===== src/rtl/cpu_pkg.sv =====
// Shared CPU pipeline types: register width, scoreboard entry and the
// sequencing-controller state encoding.
package cpu_pkg;

  localparam int REG_W            = 5;
  localparam int SB_DEPTH         = 3;  // EX, MEM, WR
  localparam int FLUSH_CYCLES_DEF = 2;

  typedef struct packed {
    logic             valid;
    logic [REG_W-1:0] rw;
  } sb_entry_t;

  typedef enum logic {
    RUN   = 1'b0,
    FLUSH = 1'b1
  } hz_state_e;

endpackage


===== src/rtl/hazard_ctrl_if.sv =====
// ID-stage request and pipeline-register control bundle between the
// decode stage and hazard_ctrl.
interface hazard_ctrl_if #(
  parameter int CNT_W = 16
);

  logic [cpu_pkg::REG_W-1:0] id_rs;
  logic [cpu_pkg::REG_W-1:0] id_rt;
  logic                      id_uses_rs;
  logic                      id_uses_rt;
  logic                      id_reg_wr;
  logic [cpu_pkg::REG_W-1:0] id_rw;
  logic                      ex_branch_taken;

  logic                      if_stall;
  logic                      id_stall;
  logic                      idex_bubble;
  logic                      ifid_flush;
  logic [CNT_W-1:0]          stall_cnt;
  logic [CNT_W-1:0]          flush_cnt;

  modport master (
    output id_rs, id_rt, id_uses_rs, id_uses_rt, id_reg_wr, id_rw, ex_branch_taken,
    input  if_stall, id_stall, idex_bubble, ifid_flush, stall_cnt, flush_cnt
  );

  modport slave (
    input  id_rs, id_rt, id_uses_rs, id_uses_rt, id_reg_wr, id_rw, ex_branch_taken,
    output if_stall, id_stall, idex_bubble, ifid_flush, stall_cnt, flush_cnt
  );

endinterface


===== src/rtl/hazard_cmp.sv =====
// One source register compared against every in-flight destination;
// $0 and unused sources never match.
module hazard_cmp
  import cpu_pkg::*;
(
  input  logic [REG_W-1:0]            src_i,
  input  logic                        use_i,
  input  sb_entry_t [SB_DEPTH-1:0]    sb_i,
  output logic                        match_o
);

  logic [SB_DEPTH-1:0] hit;

  for (genvar g = 0; g < SB_DEPTH; g++) begin : g_hit
    assign hit[g] = sb_i[g].valid && (sb_i[g].rw == src_i);
  end

  assign match_o = use_i && (src_i != '0) && (|hit);

endmodule


===== src/rtl/hazard_ctrl.sv =====
// Five-stage pipeline sequencing: RAW stall via destination scoreboard and
// taken-branch squash FSM. Optional perf counters under `PERF_CNT_EN`.
module hazard_ctrl
  import cpu_pkg::*;
#(
  parameter int FLUSH_CYCLES = FLUSH_CYCLES_DEF,
  parameter int CNT_W        = 16
) (
  input  logic          clk,
  input  logic          rst_n,
  hazard_ctrl_if.slave  hz
);

  localparam int FL_W = 2;

  hz_state_e                 state_q, state_d;
  logic [FL_W-1:0]           flush_left_q, flush_left_d;
  sb_entry_t [SB_DEPTH-1:0]  sb_q, sb_d;   // [0]=EX [1]=MEM [2]=WR

  logic rs_match, rt_match, hazard;
  logic if_stall, id_stall, idex_bubble, ifid_flush;

  hazard_cmp u_cmp_rs (.src_i(hz.id_rs), .use_i(hz.id_uses_rs), .sb_i(sb_q), .match_o(rs_match));
  hazard_cmp u_cmp_rt (.src_i(hz.id_rt), .use_i(hz.id_uses_rt), .sb_i(sb_q), .match_o(rt_match));

  // WR matches count too: the regfile write and the ID/EX capture share an edge.
  assign hazard = rs_match || rt_match;

  always_comb begin
    state_d      = state_q;
    flush_left_d = flush_left_q;
    if_stall     = 1'b0;
    id_stall     = 1'b0;
    idex_bubble  = 1'b0;
    ifid_flush   = 1'b0;
    case (state_q)
      RUN: begin
        if (hz.ex_branch_taken) begin
          ifid_flush   = 1'b1;
          idex_bubble  = 1'b1;
          flush_left_d = FL_W'(FLUSH_CYCLES - 1);
          if (FLUSH_CYCLES > 1) state_d = FLUSH;
        end else if (hazard) begin
          if_stall    = 1'b1;
          id_stall    = 1'b1;
          idex_bubble = 1'b1;
        end
      end
      FLUSH: begin
        // ID holds a squashed instruction: its hazards and branches are moot.
        ifid_flush   = 1'b1;
        idex_bubble  = 1'b1;
        flush_left_d = flush_left_q - 1'b1;
        if (flush_left_q == FL_W'(1)) state_d = RUN;
      end
      default: state_d = RUN;
    endcase
  end

  always_comb begin
    sb_d          = sb_q;
    sb_d[2]       = sb_q[1];
    sb_d[1]       = sb_q[0];
    sb_d[0].valid = !idex_bubble && hz.id_reg_wr && (hz.id_rw != '0);
    sb_d[0].rw    = idex_bubble ? '0 : hz.id_rw;
  end

  always_ff @(negedge clk or negedge rst_n) begin
    if (!rst_n) begin
      state_q      <= RUN;
      flush_left_q <= '0;
      sb_q         <= '0;
    end else begin
      state_q      <= state_d;
      flush_left_q <= flush_left_d;
      sb_q         <= sb_d;
    end
  end

  assign hz.if_stall    = if_stall;
  assign hz.id_stall    = id_stall;
  assign hz.idex_bubble = idex_bubble;
  assign hz.ifid_flush  = ifid_flush;

`ifdef PERF_CNT_EN
  logic [CNT_W-1:0] stall_cnt_q, flush_cnt_q;

  // Saturating: a pinned all-ones value means "at least this many".
  always_ff @(negedge clk or negedge rst_n) begin
    if (!rst_n) begin
      stall_cnt_q <= '0;
      flush_cnt_q <= '0;
    end else begin
      if (if_stall && (stall_cnt_q != '1))   stall_cnt_q <= stall_cnt_q + 1'b1;
      if (ifid_flush && (flush_cnt_q != '1)) flush_cnt_q <= flush_cnt_q + 1'b1;
    end
  end

  assign hz.stall_cnt = stall_cnt_q;
  assign hz.flush_cnt = flush_cnt_q;
`else
  assign hz.stall_cnt = {CNT_W{1'b0}};
  assign hz.flush_cnt = {CNT_W{1'b0}};
`endif

endmodule


===== src/flat_wrapper.sv =====
// flat-port wrapper written by rule: the top's interface ports become plain ports
module hazard_ctrl_flat import cpu_pkg::*;
#(
  parameter int FLUSH_CYCLES = FLUSH_CYCLES_DEF,
  parameter int CNT_W        = 16
)
  (clk, rst_n, hz_id_rs, hz_id_rt, hz_id_uses_rs, hz_id_uses_rt, hz_id_reg_wr, hz_id_rw, hz_ex_branch_taken, hz_if_stall, hz_id_stall, hz_idex_bubble, hz_ifid_flush, hz_stall_cnt, hz_flush_cnt);
  hazard_ctrl_if #(.CNT_W(CNT_W)) hz_i ();
  input  logic clk;
  input  logic rst_n;
  input wire logic [$bits(hz_i.id_rs)-1:0] hz_id_rs;
  input wire logic [$bits(hz_i.id_rt)-1:0] hz_id_rt;
  input wire logic [$bits(hz_i.id_uses_rs)-1:0] hz_id_uses_rs;
  input wire logic [$bits(hz_i.id_uses_rt)-1:0] hz_id_uses_rt;
  input wire logic [$bits(hz_i.id_reg_wr)-1:0] hz_id_reg_wr;
  input wire logic [$bits(hz_i.id_rw)-1:0] hz_id_rw;
  input wire logic [$bits(hz_i.ex_branch_taken)-1:0] hz_ex_branch_taken;
  output wire logic [$bits(hz_i.if_stall)-1:0] hz_if_stall;
  output wire logic [$bits(hz_i.id_stall)-1:0] hz_id_stall;
  output wire logic [$bits(hz_i.idex_bubble)-1:0] hz_idex_bubble;
  output wire logic [$bits(hz_i.ifid_flush)-1:0] hz_ifid_flush;
  output wire logic [$bits(hz_i.stall_cnt)-1:0] hz_stall_cnt;
  output wire logic [$bits(hz_i.flush_cnt)-1:0] hz_flush_cnt;
  assign hz_i.id_rs = hz_id_rs;
  assign hz_i.id_rt = hz_id_rt;
  assign hz_i.id_uses_rs = hz_id_uses_rs;
  assign hz_i.id_uses_rt = hz_id_uses_rt;
  assign hz_i.id_reg_wr = hz_id_reg_wr;
  assign hz_i.id_rw = hz_id_rw;
  assign hz_i.ex_branch_taken = hz_ex_branch_taken;
  assign hz_if_stall = hz_i.if_stall;
  assign hz_id_stall = hz_i.id_stall;
  assign hz_idex_bubble = hz_i.idex_bubble;
  assign hz_ifid_flush = hz_i.ifid_flush;
  assign hz_stall_cnt = hz_i.stall_cnt;
  assign hz_flush_cnt = hz_i.flush_cnt;
  hazard_ctrl #(.FLUSH_CYCLES(FLUSH_CYCLES), .CNT_W(CNT_W)) u_core (.clk(clk), .rst_n(rst_n), .hz(hz_i));
endmodule

===== config.mk =====
export PLATFORM = sky130hd
export DESIGN_NAME = hazard_ctrl_flat
export DESIGN_NICKNAME = d
export VERILOG_FILES = /design/src/rtl/cpu_pkg.sv /design/src/rtl/hazard_ctrl_if.sv /design/src/rtl/hazard_cmp.sv /design/src/rtl/hazard_ctrl.sv /design/src/flat_wrapper.sv
export SDC_FILE = /design/constraint.sdc
export NUM_CORES = 1
export LEC_CHECK = 0
export CORE_ASPECT_RATIO = 2
export CORE_UTILIZATION = 30
export CTS_BUF_LIST = sky130_fd_sc_hd__clkbuf_4 sky130_fd_sc_hd__clkbuf_8
export CTS_CLUSTER_SIZE = 40
export DETAILED_ROUTE_END_ITERATION = 8
export PLACE_DENSITY = 0.6
export SYNTH_ARGS = -nofsm -noshare
export SYNTH_HDL_FRONTEND = slang
export SYNTH_SLANG_ARGS = --single-unit

===== constraint.sdc =====
create_clock -name clk -period 5.5 [get_ports clk]
set_input_delay 1.1 -clock clk [delete_from_list [all_inputs] [get_ports clk]]
set_output_delay 1.1 -clock clk [all_outputs]
set_load 0.03 [all_outputs]

---- Yosys cells after proc, flatten, opt, wreduce, memory -nomap -nowiden ----
Index checks and enable logic that the tools add are counted.
storage, ports and cells
  word-level logic and storage cells ...... 49
  register bits ........................... 21
operators by class
  bitwise logic cells ..................... 1
  reduce and logical (&&, ||, !) cells .... 19
  $add $sub $neg .......................... 1
  mux-type cells .......................... 12
  equality and inequality tests ........... 8
operators with widths
  kind                                               number
  == test 5 bit                                      6
  nonzero test 5 bit                                 3
  logical AND 1 bit                                  12
  two-way mux 1 bit                                  6
  case mux 1 bit (2 select lines)                    3
  OR reduction 3 bit                                 2
  two-way mux 5 bit                                  1
  case mux 2 bit (2 select lines)                    1
  == test 2 x 1 -> 1 bit (second input constant)     1
  two-way mux 2 bit                                  1
  != test 2 bit (second input constant)              1
  subtractor 2 x 1 -> 2 bit (second input constant)  1
  zero test 1 bit                                    1
  logical OR 1 bit                                   1
  inverter 1 bit                                     1

---- Longest topological paths before layout ----
  depth after elaboration ................. 11
  depth in mapped cells ................... 7

---- By module ----
A second synthesis with hierarchy kept.
unflattened totals
  cell total of the unflattened synthesis .. 122
  area, all modules ....................... 1290.0 µm²
modules (own cells, without submodules)
  module       area each (µm²)  cells an instance  seq. area each (µm²)  times used
  hazard_ctrl  909.6            74                 525.5                 1
  hazard_cmp   190.2            24                 0.0                   2

==> results.py <==
metrics = {
    "run_status": {
        "run_status": "finished, violations left",
        "violations": "negative setup slack",
    },
    "critical_path": {
        "worstPathMaxFanout": 3,
        "timing.rr.end": "u_core.sb_d[8]",
        "critPathCaptureType": "output pin",
        "max_stage_delay_ps": 460,
        "path_cells": "xor2_1 -> nor4_2 -> nand3_1 -> a31oi_1 -> nor2_2 -> buf_6 -> nor2_4 -> buf_6",
        "cp_top_family": "simple AND/OR/NAND/NOR gates",
        "cp-start-kind": "register",
        "setup.worst_path.class": "register to output pin",
        "r2r-start": "u_core.sb_d[14]",
        "cp_data_arrival_time_ps": 4690,
        "critPathRequiredTime_ps": 4400,
        "cp_common_cell": "buf_6",
        "reg2regPathDepth": 7,
        "rrSetupSlack_ps": 3730,
        "crit_buf_inv": 2,
        "crit_slowest_cell": "dfrtn_1",
    },
    "global_route": {
        "grt_use_total_pct": 12.3,
        "gr-total-overflow": 0,
        "antenna_found_initial": 0,
        "grt_start_max_net_pins": 22,
        "grt_pass1_vias": 890,
        "grt_pass1_wl_um": 3810,
    },
    "die": {
        "rows": 33,
        "dieWidth_um": 47.8,
        "start_util_pct": 31.1,
        "io_pins": 57,
        "core_area_mm2": 0.00405,
        "die_area_mm2": 0.00447,
        "die_h_um": 93.6,
    },
    "synth": {
        "synth_adder_area_share_pct": 0.995,
        "netlist_instances": 122,
        "synth.yosys.seq_area_share_pct": 41.8,
        "netlist_top_cells_area": "dfrtn_1, buf_4, xor2_1, xnor2_1, nor4_1",
        "synth-seq-cells": 21,
        "synthSimpleGateAreaFrac_pct": 11.6,
        "synth_top_family_by_area": "XOR/XNOR gates",
        "muxShareOfSynthArea_pct": 0,
        "synth_flop_cell": "dfrtn_1",
        "synth_top_cell_area_share_pct": 41.8,
        "synth-edff-count": 0,
        "synth_area_leader_cell": "dfrtn_1",
        "synthXorXnorAreaFrac_pct": 20.9,
        "yosys.cell_types.count": 19,
        "syn_area_mm2": 0.00126,
        "synth_area_per_cell_um2": 10.3,
        "synth_compound_area_share_pct": 4.08,
        "ys_top_cells_by_count": "buf_4, xor2_1, dfrtn_1",
        "yosysMostFrequentCell": "buf_4",
        "async_reset_ff_share_pct": 100,
        "yosysWarningCount": 0,
    },
    "drt": {
        "postRouteAntennaNets": 0,
        "drc": 0,
        "avgRoutedWirePerCell_um": 11.6,
        "drt_first_iter_violations": 9,
        "vias_per_cell": 4.29,
        "routed_wl_um": 2550,
        "vias": 943,
        "firstDrtPassIters": 2,
    },
    "clocking": {
        "clkLatencyLatePin_ps": 270,
        "numCtsBuffers": 3,
        "clk_pin_slew_ps": 50,
        "cts_sinks": 21,
        "clockBufferDepth": 2,
        "root_buffer": "clkbuf_8",
        "cts_tree": "done",
        "h-tree-depth": 1,
    },
    "final_layout": {
        "fillers": 440,
        "antenna_cells": 0,
        "nNetsFinal": 191,
        "drive_above_1_share_pct": 19.6,
        "areaGrowthSynthToFinish_pct": 33.1,
        "regArea_um2": 526,
        "multi_input_area_um2": 626,
    },
    "min_path": {
        "min_path_type": "register to register",
        "hold_path_depth": 0,
        "whs_endpoint": "u_core.sb_q[17]",
        "worstHoldStart": "u_core.sb_d[17]",
    },
    "power_and_ir_drop": {
        "p_leak_nw": 0.828,
        "seq_power_share_pct": 44.4,
        "clockPowerShare_pct": 21.0,
        "p_total_uw": 484,
        "power_switching_uw": 166,
        "ir_drop_uv": 189,
        "p_comb_share_pct": 34.6,
        "intPower_uw": 318,
        "power_density_mw_per_mm2": 289,
        "p_sw_share_pct": 34.2,
    },
    "sta": {
        "finalSetupViolCount": 3,
        "hold-worst-slack_ps": 352,
        "hold_viol": 0,
        "rsz0062_at_grt": "true",
        "finalMaxSlewViolations": 0,
        "fin_skew_ps": 4.28,
        "finalSetupTns_ps": -835,
        "fin_ws_ps": -293,
    },
    "placed_design": {
        "gp_congestion": 0.947,
        "hpwlAfterDp_um": 2030,
        "portBuffers": 24,
    },
    "flow_run": {
        "maxCapViolations": 0,
    },
}
==> per-stage QoR <==
step                utilization, %  area (um2)  instances  worst slack, ps
floorplan                        -        1380        153             73.8
detailed placement            38.5        1560        213             -206
finish                        41.4        1670        220             -293
global route                  41.4        1670        220             -365
global placement              38.5        1560        213             -246
CTS                           41.0        1660        219             -351
==> worst max path at each step <==
| stage | startpoint | depth (start not counted) | slack (ps) | to |
|---|---|---|---|---|
| after CTS | u_core.sb_d[13] | 9 | -350 | hz_id_stall |
| after global routing | u_core.sb_d[13] | 8 | -360 | hz_id_stall |
| after floorplan | u_core.sb_d[14] | 7 | 70 | hz_if_stall |
| final | u_core.sb_d[14] | 8 | -290 | hz_id_stall |
| after global placement | hz_id_rt[0] | 7 | -250 | u_core.sb_d[9] |
| after detailed placement | hz_id_rs[0] | 7 | -210 | u_core.sb_d[9] |
==> sequential cells by signal (all words and copies together), names as in the netlist <==
register and count:
u_core.sb_q 6, u_core.flush_left_q 2, u_core.sb_d 12, u_core.state_q 1
==> layer usage <==
metal,GRT usage [%],up-vias,part of all wire (%)
li1,-,441,-
met1,11.3,440,35
met2,22.3,53,54
met3,1.93,9,7.1
met4,8.10,0,3.9
met5,0,-,0
==> power by group through the flow <==
stage	combinational, mW	clock (mW)	sequential, mW
2_1_floorplan	0.114	0	0.211
3_5_place_dp	0.157	0	0.218
6_report	0.167	0.102	0.215
5_1_grt	0.182	0.116	0.218
4_1_cts	0.166	0.107	0.215
3_3_place_gp	0.154	0	0.216
==> cell usage in the layout, fill, tap and decap left out, types with 2 or more instances in the layout <==
cell type	count
conb_1	32
xor2_1	24
clkdlybuf4s50_1	21
dfrtn_1	21
buf_4	18
xnor2_1	6
nand3_1	6
and3_1	5
buf_6	5
nor4_2	4
or4_1	3
clkbuf_8	3
inv_1	2
nor4_1	2
o21ai_1	2
a31oi_1	2
nor2_1	2
nand2_1	2
a21oi_1	2
==> timing repair <==
| action | in CTS | in global routing |
|---|---|---|
| hold buffers | 0 | 0 |
| setup buffers | 2 | 1 |
| endpoints found under the setup margin | 3 | 9 |
| pin swaps | 7 | 3 |
| gates resized for setup | 8 | 1 |
==> cell families (layout without fill, tap and decap cells) <==
family	Yosys count	after routing
adders and majority gates	1	1
other	1	32
xor gates and xnor gates	30	30
AOI/OAI and AO/OA	8	8
and+or+nand+nor	26	26
DFF	21	21
buffers and inverters	35	50
==> layout make-up <==
class	count	share of cell area, %
clock buffers	4	2.91
well taps	52	3.89
inverters	2	0.448
flip-flops and latches	21	31.4
repair buffers	44	24.0
multi-input cells	97	37.4
Power figures use the tool's default switching activity.
